### src/rtl/decodificador_varredura.sv
`default_nettype none
// +--------------------------------------------------------------------------+
// | decodificador_varredura: registered one-hot row decoder with auto scan.  |
// | Macro DECODIFICADOR_BLANKING_EN adds a blank cycle on every row change.  |
// | Rev 1.0                                                                  |
// +--------------------------------------------------------------------------+
module decodificador_varredura #(
  parameter int ADDR_W = 3,
  parameter int DWELL  = 4
) (
  input  logic                   clk,
  input  logic                   rst,
  input  logic                   nen_i,
  input  logic                   mode_i,
  input  logic [ADDR_W-1:0]      addr_i,
  output logic [(2**ADDR_W)-1:0] row_sel_o,
  output logic [ADDR_W-1:0]      row_idx_o,
  output logic                   frame_done_o
);

  localparam int                ROWS     = 2**ADDR_W;
  localparam int                CNT_W    = (DWELL > 1) ? $clog2(DWELL) : 1;
  localparam logic [CNT_W-1:0]  CNT_LAST = CNT_W'(DWELL - 1);
  localparam logic [CNT_W-1:0]  CNT_ONE  = CNT_W'(1);
  localparam logic [ADDR_W-1:0] IDX_ONE  = ADDR_W'(1);
  localparam logic [ROWS-1:0]   ROW0_OH  = ROWS'(1);
`ifdef DECODIFICADOR_BLANKING_EN
  localparam bit                BLANK_EN  = 1'b1;
  localparam int                DWELL_MIN = 2;
`else
  localparam bit                BLANK_EN  = 1'b0;
  localparam int                DWELL_MIN = 1;
`endif

  localparam logic [1:0] ST_OFF    = 2'd0;
  localparam logic [1:0] ST_DIRECT = 2'd1;
  localparam logic [1:0] ST_SCAN   = 2'd2;

  generate
    if (DWELL < DWELL_MIN || DWELL > 65535) begin : g_dwell_range_err
      $error("decodificador_varredura: DWELL=%0d outside legal range", DWELL);
    end
  endgenerate

  logic [1:0]        state_q, state_d;
  logic              prev_scan_q, prev_scan_d;
  logic [ADDR_W-1:0] row_idx_q, row_idx_d;
  logic [CNT_W-1:0]  cnt_q, cnt_d;
  logic [ROWS-1:0]   row_sel_q, row_sel_d;
  logic              frame_done_q, frame_done_d;
  logic              chg_q, chg_d;
  logic              scan_load;

  always_ff @(posedge clk) begin
    if (rst) begin
      state_q      <= ST_OFF;
      prev_scan_q  <= 1'b0;
      row_idx_q    <= '0;
      cnt_q        <= '0;
      row_sel_q    <= '0;
      frame_done_q <= 1'b0;
      chg_q        <= 1'b0;
    end else begin
      state_q      <= state_d;
      prev_scan_q  <= prev_scan_d;
      row_idx_q    <= row_idx_d;
      cnt_q        <= cnt_d;
      row_sel_q    <= row_sel_d;
      frame_done_q <= frame_done_d;
      chg_q        <= chg_d;
    end
  end

  always_comb begin
    state_d = ST_OFF;
    if (!nen_i) begin
      state_d = mode_i ? ST_SCAN : ST_DIRECT;
    end
  end

  // chg_q flags that row_idx moved on the last edge; a pending blank survives a pause.
  always_comb begin
    row_idx_d    = row_idx_q;
    cnt_d        = cnt_q;
    prev_scan_d  = prev_scan_q;
    chg_d        = chg_q;
    row_sel_d    = '0;
    frame_done_d = 1'b0;
    scan_load    = (state_q == ST_DIRECT) || ((state_q == ST_OFF) && !prev_scan_q);
    case (state_d)
      ST_DIRECT: begin
        row_idx_d   = addr_i;
        cnt_d       = '0;
        prev_scan_d = 1'b0;
        chg_d       = (addr_i != row_idx_q);
        row_sel_d   = (BLANK_EN && (addr_i != row_idx_q)) ? '0 : (ROW0_OH << addr_i);
      end
      ST_SCAN: begin
        prev_scan_d = 1'b1;
        if (scan_load) begin
          row_idx_d = addr_i;
          cnt_d     = '0;
        end else if (cnt_q == CNT_LAST) begin
          cnt_d        = '0;
          row_idx_d    = row_idx_q + IDX_ONE;
          frame_done_d = (row_idx_q == '1);
        end else begin
          cnt_d = cnt_q + CNT_ONE;
        end
        chg_d     = (row_idx_d != row_idx_q);
        row_sel_d = (BLANK_EN && chg_q) ? '0 : (ROW0_OH << row_idx_q);
      end
      default: begin
      end
    endcase
  end

  assign row_sel_o    = row_sel_q;
  assign row_idx_o    = row_idx_q;
  assign frame_done_o = frame_done_q;

endmodule
`default_nettype wire
### config.mk
export PLATFORM = sky130hd
export DESIGN_NAME = decodificador_varredura
export DESIGN_NICKNAME = d
export VERILOG_FILES = /design/src/rtl/decodificador_varredura.sv
export SDC_FILE = /design/constraint.sdc
export NUM_CORES = 1
export LEC_CHECK = 0
export ABC_AREA = 0
export CAP_MARGIN = 40
export CORE_MARGIN = 2
export CORE_UTILIZATION = 45
export CTS_CLUSTER_SIZE = 8
export DETAILED_ROUTE_END_ITERATION = 8
export PLACE_DENSITY = 0.75
export REMOVE_ABC_BUFFERS = 1
export SLEW_MARGIN = 20
export SYNTH_ARGS = -nofsm -noshare
export SYNTH_HDL_FRONTEND = slang
export SYNTH_SLANG_ARGS = --single-unit
### constraint.sdc
create_clock -name clk -period 2.1 [get_ports clk]
set_clock_uncertainty 0.2 [all_clocks]
set_input_delay 0.42 -clock clk [delete_from_list [all_inputs] [get_ports clk]]
set_output_delay 0.42 -clock clk [all_outputs]
set_load 0.03 [all_outputs]
==> impl_results.md, run 1 <==
- Outcome: finished clean
- CP Capture Type: output pin
- Root Driver: clkbuf_4
- Most frequent cells in the layout: dfxtp_1 (17), clkdlybuf4s50_1 (16), nor2_1 (12)
- Hold Violations, Final: 0
- Total GRT Usage: 0.166
- Post-CTS setup buffer count: 0
- Crit path cell chain: clkdlybuf4s50_1
- Global-route wire length before repair: 2.30 mm
- Pre-antenna DRT Iters: 6
- Type of the worst setup path: reg2out
- H-tree depth: 1
- Placement Cell Area: 922 sq um
- Hold_buf cts: 0
- Port Buffers: 18
- Initial Util: 0.475
- I/O Pins: 19
- Clock transition at path regs: about 0.10 ns
- Post-cts repair resize count: 1
- Largest net degree at the start of global routing: 11
- M1 GR Usage: 0.209
- Fmax: ~500 MHz
- Die width: ~44 um
- Slowest cell on crit path: clkdlybuf4s50_1
- Worst-Margin Slew: approximately 0.32 ns
- Initial antenna violation count: 0
- Syn avg cell area: 9.55 sq um
- Worst hold path type: reg2reg
- Layout Cells excl Fill: between 100 and 150
- Post-synth top area share: 0.481
- Leak: 0.405 nW
- WL per Instance: roughly 12 um
- M3 GR Usage: 0.0375
- Crit path buf inv count: 1
- Fin crit period: between 1.5 and 2 ns
- Max-cap viol count: 0
- Cell family with most CP delay: buffers and inverters
- Worst Setup Start Kind: flip-flop
- Post-layout instance area: ~950 sq um
- Clock Tree Buf Depth: 2
- Share of cells above drive strength 1: 0.124
- Library cells used by synthesis: 27
- Unrepaired setup endpoints after global routing: false
- CTS Buf Count: 3
- Max VDD drop: approximately 380 uV
- TritonCTS Sinks: 17
- Total power: 629 uW
- Synth Register Bits: 17
- Via count: 613
- Total gr overflow: 0
- DRC viols: 0
- Yosys warnings: 0
- Setup-failing EPs final: 0
- Commonest non-fill, non-tap cell in the layout: dfxtp_1
- Area contributors post-synth: dfxtp_1 (48%), nor2_1 (6.4%), ha_1 (5.3%)
- Placed Cells: around 110
- Period utilization: 0.944
- WP data required: approximately 1.5 ns
- # fillers: around 130
- GRT met2 Usage: 0.262
- Drt first-iter violations: 6
- Clock Latency Late Sink: between 0.2 and 0.3 ns
- Die area: ~1900 sq um
- Post-route ant nets: 0
- Die H: around 44 um
- CP Data Arrival Time: between 1 and 1.5 ns
- Nets: between 100 and 150
- Dpl ws: -0.0298 ns
- Rel. slew slack: 0.787
- Synth area leader: dfxtp_1
- Number of global-route vias before repair: approximately 540
- Core Region: 1490 sq um
- Crit path max fanout: 4
- Area growth syn-to-layout: 34.3%
- TritonCTS clock tree: built
- ANT cells: 0
- Hold_ws: approximately 0.26 ns
- DP HPWL: between 1 and 1.5 mm
- Seq/Total Area, Yosys: 0.481
- Worst setup margin: around 0.12 ns
- GP Congestion: approximately 0.85
- Synth Cell Area: about 710 sq um
- Busiest grt layer: met2
- Final WL: 1.39 mm
- Max Slew Vio Count: 0
- Slowest cell delay on critical path: about 0.69 ns
- Synthesized instance count: between 70 and 80
- Row count: 14
- Power Density: ~660 nW/um^2
- Post-DR vias/cell: 5.42
[metal layers]
| layer | up-vias | wire, um |
|---|---|---|
| met5 | - | 0 |
| met1 | 283 | 667 |
| met4 | 0 | 0 |
| met3 | 0 | 68 |
| li1 | 308 | - |
| met2 | 22 | 659 |
[cell type report]
| class | instances | area [sq um] | area share |
|---|---|---|---|
| multi-input cells | 52 | 344 | 0.362 |
| flip-flops and latches | 17 | 340 | 0.358 |
| repair buffers | 22 | 211 | 0.223 |
| clock buffers | 4 | 26.3 | 0.0277 |
| well taps | 16 | 20.0 | 0.0211 |
| inverters | 2 | 7.51 | 0.00791 |
[flip-flops by register name (all words and copies together) (netlist names)]
register	count
cnt_q	2
frame_done_o	1
prev_scan_q	1
row_idx_o	3
row_sel_o	8
state_q	2
[tightest hold or removal path, stage by stage, from the launching register on]
cell and delay [ns]:
dfxtp_1 0.32, nand2_1 0.05, a21oi_1 0.05
[metrics by stage]
step           setup TNS [ns]   util
2_1_floorplan               0      -
3_3_place_gp                0  0.619
3_5_place_dp          -0.0803  0.619
4_1_cts                     0  0.636
5_1_grt                     0  0.638
6_report                    0  0.638
[cell usage after synthesis]
cell type  instances
a211oi_1           2
a21oi_1            3
a31oi_1            5
and2_1             1
and3_1             1
buf_4              1
clkbuf_1           2
dfxtp_1           17
ha_1               3
inv_1              2
mux2_2             1
mux2i_1            2
nand2_1            4
nand2b_1           2
nand3_1            1
nor2_1            12
nor2b_1            1
nor2b_2            2
nor3_1             2
nor3b_1            2
o2111a_1           1
o211ai_1           2
o21ai_1            1
o22ai_4            1
or2_4              1
or3_1              1
or3b_1             1
[kinds of logic (layout without fill, tap and decap cells)]
group	Yosys count	after routing	synth area share
AND/OR/NAND/NOR	31	31	0.230
flip-flops	17	17	0.481
AO/OA/AOI/OAI	15	15	0.159
buffers and inverters	5	28	0.0319
adder cells (fa/ha/maj)	3	3	0.0531
multiplexers	3	3	0.0442
[final timing paths]
check	start	to	slack, ns	cells past startpoint
worst max register to register	cnt_q[0]$_SDFFE_PP0P_	row_idx_o[0]$_SDFFE_PP0P_	0.48	6
worst min-delay path	prev_scan_q$_SDFFE_PP0P_	prev_scan_q$_SDFFE_PP0P_	0.26	2
worst max-delay path	row_idx_o[2]$_SDFFE_PP0P_	row_idx_o[2]	0.12	1
worst min register to register	prev_scan_q$_SDFFE_PP0P_	prev_scan_q$_SDFFE_PP0P_	0.26	2
[report_power, final]
group          total [mW]  switching (mW)  internal (mW)
clock               0.175           0.101         0.0738
sequential          0.345          0.0110          0.334
combinational       0.109          0.0575         0.0516
No activity file was read; power rests on OpenSTA's default activity.
==> run 2: changes to the inputs <==
--- a/config.mk
+++ b/config.mk
@@ -11,7 +11,7 @@
 export CORE_UTILIZATION = 45
 export CTS_CLUSTER_SIZE = 8
 export DETAILED_ROUTE_END_ITERATION = 8
-export PLACE_DENSITY = 0.75
+export PLACE_DENSITY_LB_ADDON = 0.15
 export REMOVE_ABC_BUFFERS = 1
 export SLEW_MARGIN = 20
 export SYNTH_ARGS = -nofsm -noshare
==> run 2 against run 1 <==
  * Final cell count rose by 1.8%
  * Via count shrank 0.49%
  * Register-to-register slack got worse by 0.03 ns
  * Die area unchanged
  * Design area is 1.8% higher
  * Combinational power up 7%
  * Worst setup slack got worse by 0.013 ns
  * Clock power about the same
  * Fmax down 0.64%
==> impl_results.md, run 2 (same netlist as run 1, synthesis figures left out) <==
- Outcome: finished clean
- Via count: 610 (-0.49%)
- Setup-failing EPs final: 0 (unchanged)
- Number of global-route vias before repair: 571 (+6.3%)
- Max Slew Vio Count: 0 (unchanged)
- Period utilization: 0.950 (+0.00610)
- Slowest cell delay on critical path: 0.69 ns (about the same)
- Total gr overflow: 0 (unchanged)
- GP Congestion: 0.814 (-4.8%)
- Clock transition at path regs: 0.10 ns (about the same)
- Clock Latency Late Sink: 0.29 ns (about the same)
- # fillers: 138 (+8.7%)
- WL per Instance: 12.8 um (+4.1%)
- Final WL: 1.48 mm (+6.0%)
- Fmax: 501 MHz (-0.64%)
- Total GRT Usage: 0.186 (+0.0203)
- DP HPWL: 1.10 mm (+3.4%)
- WP data required: 1.48 ns (about the same)
- ANT cells: 0 (unchanged)
- Total power: 637 uW (+1.3%)
- Slowest cell on crit path: clkdlybuf4s50_1
- I/O Pins: 19 (unchanged)
- Reg2Reg Launch Point: cnt_q[0]$_SDFFE_PP0P_
- HP Start: prev_scan_q$_SDFFE_PP0P_
- CP Launch Point: row_idx_o[2]$_SDFFE_PP0P_
- CP Capture Type: output pin
- Rel. slew slack: 0.787 (about the same)
- TritonCTS clock tree: built
- Seq. cell area: 340 sq um (unchanged)
- Unrepaired setup endpoints after global routing: false
- Worst-Margin Slew: 0.319 ns (-0.000293 ns)
- CP Depth: 1 (unchanged)
- Nets: 110 (+1.9%)
- Area growth syn-to-layout: 36.8%
- Post-DR vias/cell: 5.30 (-2.2%)
- Worst hold path stage count: 2 (unchanged)
- Register-to-Register Path Depth: 5 (-1)
- H-tree depth: 1 (unchanged)
- Worst Setup Start Kind: flip-flop
- DRC viols: 0 (unchanged)
- Global-route wire length before repair: 2.62 mm (+13%)
- Initial antenna violation count: 0 (unchanged)
- Crit path buf inv count: 1 (unchanged)
- Fin crit period: 2.00 ns (+0.0128 ns)
- Port Buffers: 18 (unchanged)
- Die area: 1900 sq um (unchanged)
- Area of the multi-input gates: 344 sq um (unchanged)
- Die width: 43.6 um (unchanged)
- Pre-antenna DRT Iters: 4 (-2)
- Clock Tree Buf Depth: 2 (unchanged)
- Cell family with most CP delay: buffers and inverters
- Die H: 43.6 um (unchanged)
- Core Region: 1490 sq um (unchanged)
- Row count: 14 (unchanged)
- Most frequent cells in the layout: dfxtp_1 (17), clkdlybuf4s50_1 (17), nor2_1 (12)
- Post-route ant nets: 0 (unchanged)
- Power Density: 659 nW/um^2 (-0.53%)
- Max-cap viol count: 0 (unchanged)
- Max FFs per register: 8 (unchanged)
- Type of the worst setup path: reg2out
- Leak: 0.414 nW (+2.2%)
- Hold_ws: 0.263 ns (+0.00106 ns)
- Worst hold path type: reg2reg
- Largest net degree at the start of global routing: 11 (unchanged)
- Max VDD drop: 315 uV (-17%)
- Crit path max fanout: 4 (unchanged)
- Drt first-iter violations: 14 (+8)
- CTS Buf Count: 3 (unchanged)
- Hold Violations, Final: 0 (unchanged)
- Share of cells above drive strength 1: 0.152 (+0.0278)
- TritonCTS Sinks: 17 (unchanged)
- Layout Cells excl Fill: 115 (+1.8%)
- Hold_buf cts: 0 (unchanged)
- Initial Util: 0.475 (unchanged)
- CP Data Arrival Time: 1.38 ns (+0.02 ns)
- Root Driver: clkbuf_4
- Crit path cell chain: clkdlybuf4s50_1
- Placed Cells: 111 (+1.8%)
## run 2: cell count changes in the layout (fill, tap and decap cells not counted)
| cell | before | now |
|---|---|---|
| buf_4 | 4 | 6 |
| clkbuf_1 | 1 | 0 |
| clkdlybuf4s50_1 | 16 | 17 |
| clkinv_2 | 0 | 1 |
| dlygate4sd2_1 | 1 | 0 |
## run 2: final cells by class
cell class / count / area share
clock buffers: 3 / 0.0233
multi-input cells: 52 / 0.356
well taps: 16 / 0.0207
clock inverters: 1 / 0.00517
flip-flops and latches: 17 / 0.352
repair buffers: 24 / 0.235
inverters: 2 / 0.00776
## run 2: power by group
part / total [mW] / switching [mW] / internal [mW]
combinational: 0.117 / 0.0612 / 0.0557
sequential: 0.343 / 0.00889 / 0.334
clock: 0.178 / 0.107 / 0.0709
## run 2: final timing paths
kind                                             endpoint  slack (ns)
worst max-delay path                         row_idx_o[2]        0.10
worst min-delay path             prev_scan_q$_SDFFE_PP0P_        0.26
worst max register to register  row_idx_o[0]$_SDFFE_PP0P_        0.45
worst min register to register   prev_scan_q$_SDFFE_PP0P_        0.26
## run 2: metal layers
layer,global-route usage,up-vias,share of wire
met5,0,-,0
met4,0.0848,0,0.020
li1,-,311,-
met2,0.253,18,0.42
met3,0.0542,5,0.045
met1,0.271,276,0.52
## run 2: timing repair
item	4_1_cts	5_1_grt
gates resized for setup	0	1
endpoints found under the setup margin	0	1
buffers inserted	0	0
## run 2: stage by stage
stage	utilization	cell area [sq um]	setup TNS, ns	worst slack, ns
floorplan	-	692	0	0.517
global placement	0.629	937	-0.0234	-0.0234
detailed placement	0.629	937	-0.0550	-0.0550
CTS	0.648	965	0	0.0266
global route	0.650	967	0	0.0415
finish	0.650	967	0	0.104
